[config.mk]
export PLATFORM = sky130hd
export DESIGN_NAME = sdram_port_arbiter
export DESIGN_NICKNAME = d
export VERILOG_FILES = /design/src/rtl/sdram_arb_pkg.sv /design/src/rtl/sdram_req_latch.sv /design/src/rtl/sdram_port_arbiter.sv
export SDC_FILE = /design/constraint.sdc
export NUM_CORES = 1
export LEC_CHECK = 0
export ABC_AREA = 1
export BUFFER_PORTS_ARGS = -buffer_cell sky130_fd_sc_hd__buf_4
export CAP_MARGIN = 20
export CORE_MARGIN = 4
export CORE_UTILIZATION = 58
export CTS_CLUSTER_SIZE = 28
export DETAILED_ROUTE_END_ITERATION = 10
export PLACE_DENSITY_LB_ADDON = 0.08
export SETUP_SLACK_MARGIN = 0.15
export SYNTH_ARGS = -nofsm -noshare
export SYNTH_HDL_FRONTEND = slang
export SYNTH_SLANG_ARGS = --single-unit
[constraint.sdc]
create_clock -name clk -period 4.6 [get_ports clk]
set_input_delay 0.69 -clock clk [delete_from_list [all_inputs] [get_ports clk]]
set_output_delay 0.69 -clock clk [all_outputs]
set_load 0.01 [all_outputs]
[src/rtl/sdram_arb_pkg.sv]
// Shared types for the two-port SDRAM arbiter: FSM states, port ids, request record.
package sdram_arb_pkg;

    localparam int ARB_ADDR_W = 25;
    localparam int ARB_DATA_W = 16;

    localparam logic PORT_MPEG = 1'b0;
    localparam logic PORT_AUX  = 1'b1;

    typedef enum logic {
        S_IDLE = 1'b0,
        S_WAIT = 1'b1
    } state_t;

    typedef struct packed {
        logic [ARB_ADDR_W-1:0] addr;
        logic [ARB_DATA_W-1:0] din;
        logic                  is_wr;
        logic                  valid;
    } req_t;

endpackage

[src/rtl/sdram_req_latch.sv]
// Per-port request holder: captures a strobe, flags strobes that land while a
// request is still pending, and drops the request when the arbiter retires it.
module sdram_req_latch
    import sdram_arb_pkg::*;
(
    input  logic                  clk,
    input  logic                  rst_n,
    input  logic [ARB_ADDR_W-1:0] addr,
    input  logic [ARB_DATA_W-1:0] din,
    input  logic                  rd,
    input  logic                  wr,
    input  logic                  clr,
    output req_t                  req,
    output logic                  overrun
);

    // Combinational so the sticky error in the top lands the cycle after the bad strobe.
    assign overrun = req.valid & (rd | wr);

    always_ff @(posedge clk or negedge rst_n) begin
        if (!rst_n) begin
            req <= '0;
        end else if (req.valid) begin
            if (clr)
                req.valid <= 1'b0;
        end else if (rd | wr) begin
            req.addr  <= addr;
            req.din   <= din;
            req.is_wr <= wr;
            req.valid <= 1'b1;
        end
    end

endmodule

[src/rtl/sdram_port_arbiter.sv]
// Two-requester front end for the SDRAM controller: fixed priority to the MPEG
// port with a starvation escape for the aux port, plus an ack watchdog.
module sdram_port_arbiter
    import sdram_arb_pkg::*;
#(
    parameter int ADDR_W      = ARB_ADDR_W,
    parameter int DATA_W      = ARB_DATA_W,
    parameter int MAX_WAIT    = 8,
    parameter int ACK_TIMEOUT = 1023
) (
    input  logic              clk,
    input  logic              rst_n,
    input  logic [ADDR_W-1:0] p0_addr,
    input  logic              p0_rd,
    input  logic              p0_wr,
    input  logic [DATA_W-1:0] p0_din,
    output logic [DATA_W-1:0] p0_dout,
    output logic              p0_ack,
    output logic              p0_busy,
    input  logic [ADDR_W-1:0] p1_addr,
    input  logic              p1_rd,
    input  logic              p1_wr,
    input  logic [DATA_W-1:0] p1_din,
    output logic [DATA_W-1:0] p1_dout,
    output logic              p1_ack,
    output logic              p1_busy,
    output logic [ADDR_W-1:0] sdram_addr,
    output logic              sdram_rd,
    output logic              sdram_wr,
    output logic [DATA_W-1:0] sdram_din,
    input  logic [DATA_W-1:0] sdram_dout,
    input  logic              sdram_ack,
    input  logic              sdram_busy,
    output logic              owner,
    output logic              err_timeout,
    output logic              err_overrun
);

    localparam int WAIT_W = $clog2(MAX_WAIT + 1);
    localparam int TMR_W  = (ACK_TIMEOUT > 0) ? $clog2(ACK_TIMEOUT + 1) : 1;

    req_t              req0, req1, win;
    logic              ovr0, ovr1, clr0, clr1;
    logic              pick1, tmo, done;
    state_t            state;
    logic [WAIT_W-1:0] wait_cnt;
    logic [TMR_W-1:0]  timer;

    sdram_req_latch u_lat0 (
        .clk(clk), .rst_n(rst_n), .addr(p0_addr), .din(p0_din), .rd(p0_rd), .wr(p0_wr),
        .clr(clr0), .req(req0), .overrun(ovr0)
    );

    sdram_req_latch u_lat1 (
        .clk(clk), .rst_n(rst_n), .addr(p1_addr), .din(p1_din), .rd(p1_rd), .wr(p1_wr),
        .clr(clr1), .req(req1), .overrun(ovr1)
    );

    // Controller backpressure is folded in so an idle requester still honours it.
    assign p0_busy = req0.valid | sdram_busy;
    assign p1_busy = req1.valid | sdram_busy;

    assign pick1 = req1.valid && (!req0.valid || wait_cnt == WAIT_W'(MAX_WAIT));
    assign win   = pick1 ? req1 : req0;
    assign tmo   = (ACK_TIMEOUT != 0) && (timer == TMR_W'(ACK_TIMEOUT));
    assign done  = (state == S_WAIT) && (sdram_ack || tmo);
    assign clr0  = done && (owner == PORT_MPEG);
    assign clr1  = done && (owner == PORT_AUX);

    always_ff @(posedge clk or negedge rst_n) begin
        if (!rst_n) begin
            state       <= S_IDLE;
            wait_cnt    <= '0;
            timer       <= '0;
            owner       <= PORT_MPEG;
            sdram_addr  <= '0;
            sdram_din   <= '0;
            sdram_rd    <= 1'b0;
            sdram_wr    <= 1'b0;
            p0_ack      <= 1'b0;
            p1_ack      <= 1'b0;
            p0_dout     <= '0;
            p1_dout     <= '0;
            err_timeout <= 1'b0;
            err_overrun <= 1'b0;
        end else begin
            sdram_rd <= 1'b0;
            sdram_wr <= 1'b0;
            p0_ack   <= 1'b0;
            p1_ack   <= 1'b0;
            if (ovr0 | ovr1)
                err_overrun <= 1'b1;
            case (state)
                S_IDLE: begin
                    // Acks seen here are strays (late or from before reset) and are dropped.
                    if (!sdram_busy && (req0.valid || req1.valid)) begin
                        owner      <= pick1;
                        sdram_addr <= win.addr;
                        sdram_din  <= win.din;
                        sdram_wr   <= win.is_wr;
                        sdram_rd   <= !win.is_wr;
                        timer      <= '0;
                        state      <= S_WAIT;
                        if (pick1)
                            wait_cnt <= '0;
                        else if (req1.valid && wait_cnt != WAIT_W'(MAX_WAIT))
                            wait_cnt <= wait_cnt + 1'b1;
                    end
                end
                S_WAIT: begin
                    if (done) begin
                        if (owner == PORT_AUX) begin
                            p1_ack  <= 1'b1;
                            p1_dout <= sdram_ack ? sdram_dout : '0;
                        end else begin
                            p0_ack  <= 1'b1;
                            p0_dout <= sdram_ack ? sdram_dout : '0;
                        end
                        if (!sdram_ack)
                            err_timeout <= 1'b1;
                        state <= S_IDLE;
                    end else begin
                        timer <= timer + 1'b1;
                    end
                end
                default: state <= S_IDLE;
            endcase
        end
    end

endmodule

==> results.py <==
metrics = {
    "outcome": {
        "outcome": "finished, final reports clean",
    },
    "synthesis": {
        "synthMostInstantiatedCell": "nand2_1",
        "synthTopCellsByCount": "443 x nand2_1, 181 x dfrtp_1, 86 x o21ai_0, 61 x inv_1, 34 x nand4_1",
        "syn_nets": 1029,
        "synthCells": 920,
        "seq_area_frac_synth": 0.586,
        "synth.distinct_cells": 29,
        "synth_edf_count": 0,
        "yosysWarnings": 0,
        "yosys-top-cells-area": "dfrtp_1 59%, nand2_1 22%, o21ai_0 5.6%",
        "synth_top_area_frac": 0.586,
        "syn_area_per_cell_sq_um": 8.40,
        "ys_ff_latch": 181,
        "yosysTopAreaCell": "dfrtp_1",
        "synth-main-ff-cell": "dfrtp_1",
        "synthArstFlopShare": 1.00,
        "syn_area_sq_um": 7730,
    },
    "power_and_ir_drop": {
        "combPwrFrac": 0.351,
        "internal_power_w": 0.00421,
        "power.leakage_nw": 5.32,
        "finalPower_w": 0.00662,
        "pwr-share-clk": 0.242,
        "switchingPower_w": 0.00240,
        "p_seq_frac": 0.407,
        "netSwitchingFraction": 0.363,
        "p_per_area_nw_per_um2": 670,
        "peakVddDrop_v": 0.000428,
    },
    "floorplanning": {
        "initial_core_util": 0.602,
        "fp.dieArea_sq_um": 15200,
        "io_pins": 188,
        "die_h_um": 123,
        "core.rowCount": 41,
        "fp.dieW_um": 123,
        "coreArea_sq_um": 12800,
    },
    "timing": {
        "finalCritPeriodShare": 0.487,
        "finalHoldViolCount": 0,
        "maxSlewHeadroom": 0.453,
        "fin_worst_skew_ps": 7.89,
        "max_freq_mhz": 446,
        "rsz0062_at_grt": "false",
        "tns_ps": 0,
        "setup_viol": 0,
        "worstMarginPinSlew_ps": 819,
        "fin_crit_ps": 2240,
        "drv_slew": 0,
    },
    "detailed_routing": {
        "drtIter0Drc": 562,
        "vias_per_cell": 5.19,
        "wirelength_mm": 18.8,
        "drc": 0,
        "wl_per_cell_um": 14.8,
        "ant_nets": 0,
        "via_count": 6595,
        "drtPass1Iterations": 5,
    },
    "clock_tree": {
        "cts-buffers-inserted": 17,
        "cts_tree": "done",
        "clk_latency_ps": 420,
        "cts_setup_buffers": 0,
        "clock-sinks": 181,
        "htreeDepth": 4,
        "cts.repair.resized": 0,
        "hold_buffers": 0,
        "cts.path.max_buffers": 2,
        "cts_root_buffer": "clkbuf_16",
        "cts.clk_slew.worst_paths_ps": 60,
    },
    "grt": {
        "grt_max_degree": 122,
        "antenna_found_initial": 0,
        "grt_pass1_vias": 6279,
        "gr-total-overflow": 0,
        "grt_first_pass_wirelength_mm": 30.0,
        "gr-usage-all-layers": 0.254,
    },
    "worst_setup_path": {
        "reg2reg_depth": 10,
        "cp_max_fo": 58,
        "startpoint_type": "register",
        "cp_data_required_time_ps": 4950,
        "r2r-start": "wait_cnt[0]",
        "setup.worst_path.end_class": "register",
        "arrival_ps": 2600,
        "rrSetupSlack_ps": 2360,
        "reg2reg_to": "sdram_din[9]",
        "critical_path_class": "register to register",
    },
    "placement": {
        "place.detailed.hpwl_mm": 12.0,
        "dp_cells": 1237,
        "place_area_sq_um": 9170,
        "io_buffers": 187,
        "place_congestion": 0.804,
    },
    "worst_hold_path": {
        "hold_path_class": "input port to asynchronous set/reset pin",
    },
    "finish": {
        "antenna_cells": 0,
        "n_fill_cell": 928,
        "final_area_sq_um": 9870,
        "fin_cells": 1270,
        "syn_to_final_growth_pct": 27.7,
        "seq_area_sq_um": 4530,
        "fin_nets": 1194,
        "drive_gt1_frac": 0.227,
        "multi_input_area_sq_um": 2720,
    },
    "run": {
        "maxCapViolations": 0,
    },
}
## state kept, by name (all words and copies together) (netlist names), 4 cells and up
| name | count |
|---|---|
| p1_dout | 16 |
| u_lat1.req | 43 |
| sdram_din | 16 |
| timer | 10 |
| wait_cnt | 4 |
| u_lat0.req | 43 |
| p0_dout | 16 |
| sdram_addr | 25 |
## logic make-up (layout without fill, tap and decap cells)
| kind of cell | count (synthesis) | after routing | share of synthesized area |
|---|---|---|---|
| AOI/OAI and AO/OA | 90 | 90 | 0.0594 |
| xor gates and xnor gates | 6 | 6 | 0.00680 |
| adders and majority gates | 3 | 3 | 0.00486 |
| buffers and inverters | 115 | 293 | 0.0628 |
| DFF | 181 | 181 | 0.586 |
| and+or+nand+nor | 525 | 525 | 0.280 |
## power by group through the flow
| stage | logic (W) | clock network [W] | registers [W] |
|---|---|---|---|
| 2_1_floorplan | 0.00133 | 0 | 0.00273 |
| 3_3_place_gp | 0.00224 | 0 | 0.00269 |
| 3_5_place_dp | 0.00231 | 0 | 0.00270 |
| 4_1_cts | 0.00235 | 0.00162 | 0.00269 |
| 5_1_grt | 0.00265 | 0.00168 | 0.00276 |
| 6_report | 0.00232 | 0.00160 | 0.00269 |
## through the flow
step	util	worst slack [ps]	hold slack, ps
2_1_floorplan	-	2990	394
3_3_place_gp	0.715	2480	455
3_5_place_dp	0.715	2430	460
4_1_cts	0.767	2370	449
5_1_grt	0.769	2100	171
6_report	0.769	2360	160
## how the worst max path moves through the flow
| stage | startpoint | to | slack, ps |
|---|---|---|---|
| floorplan | p0_wr | u_lat0.req[10] | 2990 |
| global placement | wait_cnt[0] | sdram_rd | 2480 |
| detailed placement | wait_cnt[0] | sdram_rd | 2430 |
| CTS | wait_cnt[0] | sdram_din[9] | 2370 |
| global route | wait_cnt[0] | sdram_din[9] | 2100 |
| finish | wait_cnt[0] | sdram_din[9] | 2360 |
## layer usage
layer,GRT usage,up-vias,part of all wire
li1,-,3195,-
met1,0.350,3147,0.44
met2,0.407,231,0.48
met3,0.0563,22,0.065
met4,0.0775,0,0.014
met5,0,-,0
## cell type report
| class | instances | share of cell area |
|---|---|---|
| Clock inverter | 12 | 0.0203 |
| Tap cell | 172 | 0.0218 |
| Timing Repair Buffer | 195 | 0.151 |
| Multi-Input combinational cell | 624 | 0.276 |
| Inverter | 66 | 0.0251 |
| Sequential cell | 181 | 0.459 |
| Clock buffer | 20 | 0.0473 |
## worst max-delay path, cell delays in order (launching register included)
cell,delay [ps]
dfrtp_1,370
inv_1,80
ha_1,190
nand3_1,70
nand2_1,60
nand2_2,410
buf_4,550
nand2_1,150
o21ai_0,130
nand2_1,70
nand2_1,80
## placed cells by master (no fill, tap or decap)
master,count
nand2_1,442
buf_4,193
dfrtp_1,181
o21ai_0,86
inv_1,61
nand4_1,34
nand3_1,19
clkbuf_16,17
nor2_1,11
nand2_2,9
clkinvlp_4,6
bufinv_16,5
inv_2,4
xnor2_1,3
xor2_1,3
ha_1,3
clkbuf_8,3
nand3_4,2
or2_2,2
o21bai_1,2
nor2_2,1
nor2_4,1
nand3_2,1
nand2_4,1
o21ai_4,1
clkinv_1,1
and2_1,1
nand3b_1,1
a21oi_1,1
clkinv_2,1
buf_6,1
buf_16,1
(Power assumes the default switching activity.)
